--- src/rtl/stripe_pattern_detector.sv ---
// Alternating white-run / black-run stripe recogniser fed by per-pixel colour
// strobes; raises a sticky building flag once NUM_STRIPES pairs are seen.
module stripe_pattern_detector #(
  parameter int CNT_W       = 8,
  parameter int WHITE_MIN   = 5,
  parameter int BLACK_MIN   = 5,
  parameter int NUM_STRIPES = 1,
  parameter int TIMEOUT     = 1024,
  parameter int TMR_W       = 16
) (
  input  logic             clk,
  input  logic             reset_n,
  input  logic             sof,
  input  logic             clear,
  input  logic             white_detect,
  input  logic             black_detect,
  output logic             building_found,
  output logic             found_pulse,
  output logic [CNT_W-1:0] white_count,
  output logic [CNT_W-1:0] black_count,
  output logic [3:0]       stripe_count,
  output logic [1:0]       state
);

  typedef enum logic [1:0] {S_IDLE = 2'd0, S_WHITE = 2'd1, S_BLACK = 2'd2, S_FOUND = 2'd3} state_t;

  localparam logic [CNT_W-1:0] CNT_MAX  = '1;
  localparam logic [CNT_W-1:0] WMIN     = CNT_W'(WHITE_MIN);
  localparam logic [CNT_W-1:0] BMIN     = CNT_W'(BLACK_MIN);
  localparam logic [CNT_W-1:0] BMIN_M1  = CNT_W'(BLACK_MIN - 1);
  localparam logic [3:0]       NSTR     = 4'(NUM_STRIPES);
  localparam logic [TMR_W-1:0] TO_LAST  = TMR_W'((TIMEOUT == 0) ? 0 : TIMEOUT - 1);

  state_t             r_state;
  logic [CNT_W-1:0]   r_white, r_black;
  logic [3:0]         r_stripe;
  logic [TMR_W-1:0]   r_timer;
  logic               r_found, r_pulse;

  logic               w_white, w_black;
  logic [CNT_W-1:0]   w_white_inc, w_black_inc;
  logic [3:0]         w_stripe_inc;

  // A strobe only counts when exactly one colour is asserted.
  assign w_white      = white_detect & ~black_detect;
  assign w_black      = black_detect & ~white_detect;
  assign w_white_inc  = (r_white == CNT_MAX) ? r_white : r_white + 1'b1;
  assign w_black_inc  = (r_black == CNT_MAX) ? r_black : r_black + 1'b1;
  assign w_stripe_inc = r_stripe + 4'd1;

  always_ff @(posedge clk or negedge reset_n) begin
    if (!reset_n) begin
      r_state  <= S_IDLE;
      r_white  <= '0;
      r_black  <= '0;
      r_stripe <= '0;
      r_timer  <= '0;
      r_found  <= 1'b0;
      r_pulse  <= 1'b0;
    end else begin
      r_pulse <= 1'b0;
      if (sof | clear) begin
        r_state  <= S_IDLE;
        r_white  <= '0;
        r_black  <= '0;
        r_stripe <= '0;
        r_timer  <= '0;
        r_found  <= 1'b0;
      end else begin
        case (r_state)
          S_IDLE: begin
            r_timer <= '0;
            if (w_white) begin
              r_state <= S_WHITE;
              r_white <= CNT_W'(1);
              r_black <= '0;
            end
          end

          S_WHITE: begin
            if (w_white) begin
              r_white <= w_white_inc;
              r_timer <= '0;
            end else if (w_black) begin
              r_timer <= '0;
              if (r_white >= WMIN) begin
                r_state <= S_BLACK;
                r_black <= CNT_W'(1);
                // With a one-strobe black run the entering strobe closes the pair.
                if (BLACK_MIN == 1) begin
                  r_stripe <= w_stripe_inc;
                  if (w_stripe_inc == NSTR) begin
                    r_state <= S_FOUND;
                    r_found <= 1'b1;
                    r_pulse <= 1'b1;
                  end
                end
              end else begin
                r_state  <= S_IDLE;
                r_white  <= '0;
                r_black  <= '0;
                r_stripe <= '0;
              end
            end else if (TIMEOUT != 0) begin
              if (r_timer == TO_LAST) begin
                r_state  <= S_IDLE;
                r_white  <= '0;
                r_black  <= '0;
                r_stripe <= '0;
                r_timer  <= '0;
              end else begin
                r_timer <= r_timer + 1'b1;
              end
            end
          end

          S_BLACK: begin
            if (w_black) begin
              r_black <= w_black_inc;
              r_timer <= '0;
              if (r_black == BMIN_M1) begin
                r_stripe <= w_stripe_inc;
                if (w_stripe_inc == NSTR) begin
                  r_state <= S_FOUND;
                  r_found <= 1'b1;
                  r_pulse <= 1'b1;
                end
              end
            end else if (w_white) begin
              r_state <= S_WHITE;
              r_white <= CNT_W'(1);
              r_black <= '0;
              r_timer <= '0;
              // A short black run breaks the pattern; this white run starts afresh.
              if (r_black < BMIN) r_stripe <= '0;
            end else if (TIMEOUT != 0) begin
              if (r_timer == TO_LAST) begin
                r_state  <= S_IDLE;
                r_white  <= '0;
                r_black  <= '0;
                r_stripe <= '0;
                r_timer  <= '0;
              end else begin
                r_timer <= r_timer + 1'b1;
              end
            end
          end

          default: r_timer <= '0;
        endcase
      end
    end
  end

  assign building_found = r_found;
  assign found_pulse    = r_pulse;
  assign white_count    = r_white;
  assign black_count    = r_black;
  assign stripe_count   = r_stripe;
  assign state          = r_state;

endmodule

--- config.mk ---
export PLATFORM = sky130hd
export DESIGN_NAME = stripe_pattern_detector
export DESIGN_NICKNAME = d
export VERILOG_FILES = /design/src/rtl/stripe_pattern_detector.sv
export SDC_FILE = /design/constraint.sdc
export NUM_CORES = 1
export LEC_CHECK = 0
export ABC_AREA = 0
export BUFFER_PORTS_ARGS = -buffer_cell sky130_fd_sc_hd__buf_4
export CORE_ASPECT_RATIO = 0.5
export CORE_MARGIN = 2
export CORE_UTILIZATION = 40
export DETAILED_ROUTE_END_ITERATION = 6
export PLACE_DENSITY = 0.59
export SETUP_SLACK_MARGIN = 0.4
export SLEW_MARGIN = 15
export SYNTH_ARGS = -nofsm -noshare
export SYNTH_HDL_FRONTEND = slang
export SYNTH_SLANG_ARGS = --single-unit
--- constraint.sdc ---
create_clock -name clk -period 2.2 [get_ports clk]
set_clock_uncertainty 0.15 [all_clocks]
set_input_delay 0 -clock clk [delete_from_list [all_inputs] [get_ports clk]]
set_output_delay 0 -clock clk [all_outputs]
set_load 0.02 [all_outputs]
== Yosys cells after proc, flatten, opt, wreduce, memory -nomap -nowiden ==
Cells that the tools add are included.
Word-level totals
  flip-flop bits (word level): 40
  input bits: 6
  output and inout port bits: 24
  word-level logic and storage cells: 105
Cells by class
  add/sub/neg operators: 4
  magnitude comparators: 2
  equal/unequal tests: 17
  mux-type cells: 58
  bitwise operators: 5
  reduce and logical (&&, ||, !) cells: 12
Operators with widths (count)
  $mux W8: 17
  $mux W16: 6
  $pmux W8 S3: 2
  $mux W4: 9
  $pmux W16 S2: 1
  $mux W2: 10
  $ne A4 B4 Y1 const B: 5
  $add A16 B1 Y16 const B: 1
  $add A8 B1 Y8 const B: 2
  $eq A16 B10 Y1 const B: 1
  $eq A8 B8 Y1 const B: 2
  $reduce_and A5 Y1: 3
  $mux W1: 11
  $ne A5 B5 Y1 const B: 2
  $ne A3 B3 Y1 const B: 3
  $eq A8 B3 Y1 const B: 1
  $ge A8 B3 Y1 const B: 1
  $lt A8 B3 Y1 const B: 1
  $pmux W4 S2: 1
  $reduce_and A4 Y1: 2
  $reduce_bool A2 Y1: 4
  $pmux W2 S3: 1
  $add A4 B1 Y4 const B: 1
  $eq A4 B1 Y1 const B: 1
  8 further kinds: 10

== Depth between registers and ports, before layout ==
  depth in word-level cells: 7
  mapped depth: 9
  depth with buffers taken out: 7

== Worst setup path after synthesis ==
Ideal clock, no wire load.
  path type: flip-flop to flip-flop
  start: register r_state[0], in the netlist state[0]
  end: register r_black[3], in the netlist black_count[3]
  setup time: 0.129 ns
  arrival: 2.191 ns
  data required time: 1.921 ns
  path slack: -0.270 ns
  stages on the path, launching flop included: 10
  path buffers: 2
  period minus slack after synthesis: 2.470 ns
  cells stage by stage: dfrtp_1 -> inv_1 -> ha_1 -> buf_4 -> or3b_1 -> or4_1 -> o21ai_2 -> buf_6 -> mux2i_1 -> o21ai_0
On the way
  cells in the longest elaborated chain, start to end: 3
  elaborated cells on any way between the ends: 10
  those cells by class: eq/ne: 5; mux: 2; reduce/logical: 3
RTL lines
  start, declared: RTL line 34  | state_t r_state;
  start signal, assigned: RTL line 53  | r_state <= S_IDLE;
  start signal, assigned: RTL line 63  | r_state <= S_IDLE;
  start signal, assigned: RTL line 74  | r_state <= S_WHITE;
  $eq A2 B2 Y1, or another cell as far along: RTL line 70  | case (r_state)
  $ne A4 B4 Y1 (no line), or another cell as far along
  $reduce_and A4 Y1 (no line) or $mux W8 (tied branches)
  end signal, assigned: RTL line 119  | r_black <= w_black_inc;
  end, declared: RTL line 35  | logic [CNT_W-1:0] r_white, r_black;
Several ways; a longest one is shown, not always the timed one.
A chain may end at the register's enable or synchronous reset.

== Worst setup path after layout ==
Ends and elaborated chain as after synthesis.

==> summary.md <==
| Metric | Value |
|---|---|
| Fin crit share | 100% |
| Post-DR wirelength/cell | 17.8 um |
| Fin. Hold Viols | 0 |
| Mapped Area | 2760 um2 |
| Root Buffer Master | clkbuf_16 |
| Critical Path Source | state[0]$_DFFE_PN0P_ |
| Largest net degree at the start of global routing | 41 |
| Setup violations, final | 1 |
| Util after Layout | 63.0% |
| CTS tree | built |
| Max FO, Critical Path | 6 |
| Final Worst Setup Slack | -0.00894 ns |
| Avg Synthesized Cell Area | 8.44 um2 |
| Clk_lat worst skew | 0.29 ns |
| R2R Setup Slk | -0.009 ns |
| Cts bufs inserted | 5 |
| GP Congestion | 0.897 |
| Outcome | finished with violations |
| Reg2reg start | state[0]$_DFFE_PN0P_ |
| Number of global-route vias before repair | 2936 |
| Slowest cell on crit path | or4_4 |
| Crit path cell chain | inv_2 > ha_4 > or3b_4 > or4_4 > o21ai_4 > buf_6 > mux2i_1 > o21ai_1 |
| Clk slew on worst S/H paths | 0.06 ns |
| Crit-path max cell delay | 0.44 ns |
| Yosys top cell area share | 36.3% |
| Core ar. | 6670 um2 |
| Grt ovf | 0 |
| Layout area overhead | 52.5% |
| GRT Total Usage | 24.3% |
| Wire length on met3 | 628 um |
| N_diodes | 0 |
| Maximum clock frequency | 453 MHz |
| Io pins | 30 |
| Crit path to | black_count[3]$_DFFE_PN0P_ |
| Initial DRC count | 273 |
| Nets@finish | 432 |
| Syn nets | 344 |
| Finished Cell Area | 4210 um2 |
| Top sig layer | met4 |
| Die Span X | 121 um |
| Failing checks | negative setup slack |
| Seq/Total Area, Yosys | 36.3% |
| Initial antenna violation count | 0 |
| Placed Area | 3340 um2 |
| Max-cap violations | 0 |
| Ratio of cells with drive above 1 in the final layout | 40.9% |
| Initial Utilization | 41.3% |
| DR WL met2 | 4170 um |
| Slew Limit Fails | 0 |
| HP Class | input pin to flip-flop |
| Drt drc | 0 |
| Mapped Cells | 327 |
| Area of the die | 7620 um2 |
| Worst VDD drop | 0.297 mV |
| Crit path kind | flip-flop to flip-flop |
| CTS sink cnt | 40 |
| Worst R2R Path Depth | 8 |
| Setup TNS | -0.00894 ns |
| I/O Buffers | 29 |
| RSZ-0062 raised after global routing | yes |
| WL final | 9030 um |
| Crit. End Element | flip-flop |
| Clock period minus worst slack | 2.21 ns |
| Routed Antenna Nets | 0 |
| Die Ht | 62.7 um |
| Slew HR | 59.8% |
| Yosys reg bits | 40 |
| CP required | 2.22 ns |
| Top cells by area, synth | dfrtp_1 36%, nor2_1 5.0%, ha_1 5.0%, nand2_1 4.2%, nand3_1 3.6% |
| Clk buf depth | 2 |
| P_leak | 1.77 nW |
| Power per cell area | 449 nW/um2 |
| Vias per cell | 5.81 |
| Asr flop ratio synth | 100% |
| Met1 Wirelength | 4140 um |
| Crit path DAT | 2.23 ns |
| Leading area contributor after synthesis | dfrtp_1 |
| Worst R2R End | black_count[3]$_DFFE_PN0P_ |
| Critical path launch point type | flip-flop |
| DP Wirelength | 5890 um |
| Ys Warns | 0 |
| Slew at the pin closest to its max-slew limit | 0.601 ns |
| Synth Flop Type | dfrtp_1 |
| Post-synth EDFFs | 0 |
| Distinct cell type count after synthesis | 58 |
| First-pass GRT wire length | 14600 um |
| DR vias | 2954 |
| Fill count | 559 |
| Row cnt | 21 |
| CTS H-tree depth | 2 |
| Drt first pass iters | 5 |
[worst max-delay path: cells and delay by family, from the launching register on]
kind                       cells  cell delay (ns)
and+or+nand+nor                2             0.81
DFF                            1             0.43
buffers and inverters          2             0.24
muxes                          1             0.18
AOI/OAI and AO/OA              2             0.17
adders and majority gates      1             0.12
[metrics by stage]
| step | power (mW) | instances | hold slack, ns | setup slack (ns) |
|---|---|---|---|---|
| 2_1_floorplan | 0.881 | 327 | -0.446 | -0.0654 |
| 5_1_grt | 1.95 | 508 | 0.0607 | -0.109 |
| 3_3_place_gp | 0.969 | 468 | -0.142 | -0.112 |
| 6_report | 1.89 | 508 | 0.0419 | -0.00894 |
| 3_5_place_dp | 0.972 | 468 | -0.129 | -0.139 |
| 4_1_cts | 1.87 | 503 | 0.0311 | -0.00928 |
[cell usage in the layout (no fill, tap or decap), drive strengths merged, types with 3 or more instances in the layout]
cell type / count
inv: 16
and4: 3
and2: 6
o221ai: 4
a32o: 3
o211ai: 12
nand4b: 3
nand3: 20
nand3b: 3
a31oi: 6
ha: 11
o31ai: 4
a21oi: 9
nand4: 8
nor3: 10
nand2: 31
xor2: 9
clkbuf: 6
nor2b: 3
nor2: 37
nor4: 5
or3: 4
buf: 95
o21ai: 11
and3: 6
xnor2: 6
dfrtp: 40
dlygate4sd3: 4
[cells in the mapped netlist (3+ instances only)]
cell	number
inv_1	16
a32o_1	3
nor2_1	37
xnor2_1	6
and3_1	6
o31ai_1	4
nand3b_1	3
nand2_1	31
or3_1	4
o211ai_1	12
o21ai_0	10
and2_1	6
nand4b_1	3
nor3_1	10
o221ai_1	4
a21oi_1	9
dfrtp_1	40
clkbuf_1	11
a31oi_1	6
buf_2	5
xor2_1	9
nor4_1	5
ha_1	11
nand4_1	8
nand3_1	20
and4_1	3
[worst min path at each step]
stage | from | endpoint | slack (ns) | cells past startpoint
floorplan | reset_n | black_count[0]$_DFFE_PN0P_ | -0.45 | 0
global placement | reset_n | r_timer[9]$_DFF_PN0_ | -0.14 | 1
detailed placement | reset_n | r_timer[9]$_DFF_PN0_ | -0.13 | 1
CTS | sof | building_found$_DFFE_PN0P_ | 0.03 | 3
global route | sof | building_found$_DFFE_PN0P_ | 0.06 | 3
finish | black_detect | stripe_count[1]$_DFFE_PN0P_ | 0.04 | 3
[sequential cells by signal, summed over array words and instances, names as in the netlist]
name,cells
building_found,1
black_count,8
state,2
white_count,8
found_pulse,1
stripe_count,4
r_timer,16
[kinds of logic after synthesis]
kind of cell	share of synthesized area (%)
AO/OA/AOI/OAI	19.0
XOR/XNOR	4.76
adder cells (fa/ha/maj)	4.99
buffers and inverters	5.26
flip-flops	36.3
multiplexers	0.726
AND/OR/NAND/NOR	29.0
[area by class of cell]
class	instances	area (um2)	share of cell area [%]
multi-input cells	253	2030	48.3
flip-flops and latches	40	1010	23.9
repair buffers	99	830	19.7
clock buffers	6	129	3.06
well taps	92	115	2.74
inverters	16	60.1	1.43
clock inverters	2	35.0	0.833
[what timing repair did]
action                                  in CTS  in global routing
endpoints found under the hold margin       42                  0
pin swaps                                    8                 22
gates cloned                                 1                  0
hold buffers                                 4                  0
endpoints found under the setup margin      38                 39
setup buffers                               22                  5
gates resized for setup                     63                 37
[power breakdown]
| part | switching, mW | internal, mW | total [mW] |
|---|---|---|---|
| logic | 0.168 | 0.129 | 0.296 |
| clock network | 0.311 | 0.534 | 0.845 |
| registers | 0.00639 | 0.741 | 0.747 |
| total | 0.485 | 1.40 | 1.89 |
[metal layers]
metal	vias up	GRT usage, %
li1	1374	-
met1	1457	33.4
met2	110	38.6
met3	13	6.66
met4	0	5.03
met5	-	0
No activity file was read; power rests on OpenSTA's default activity.
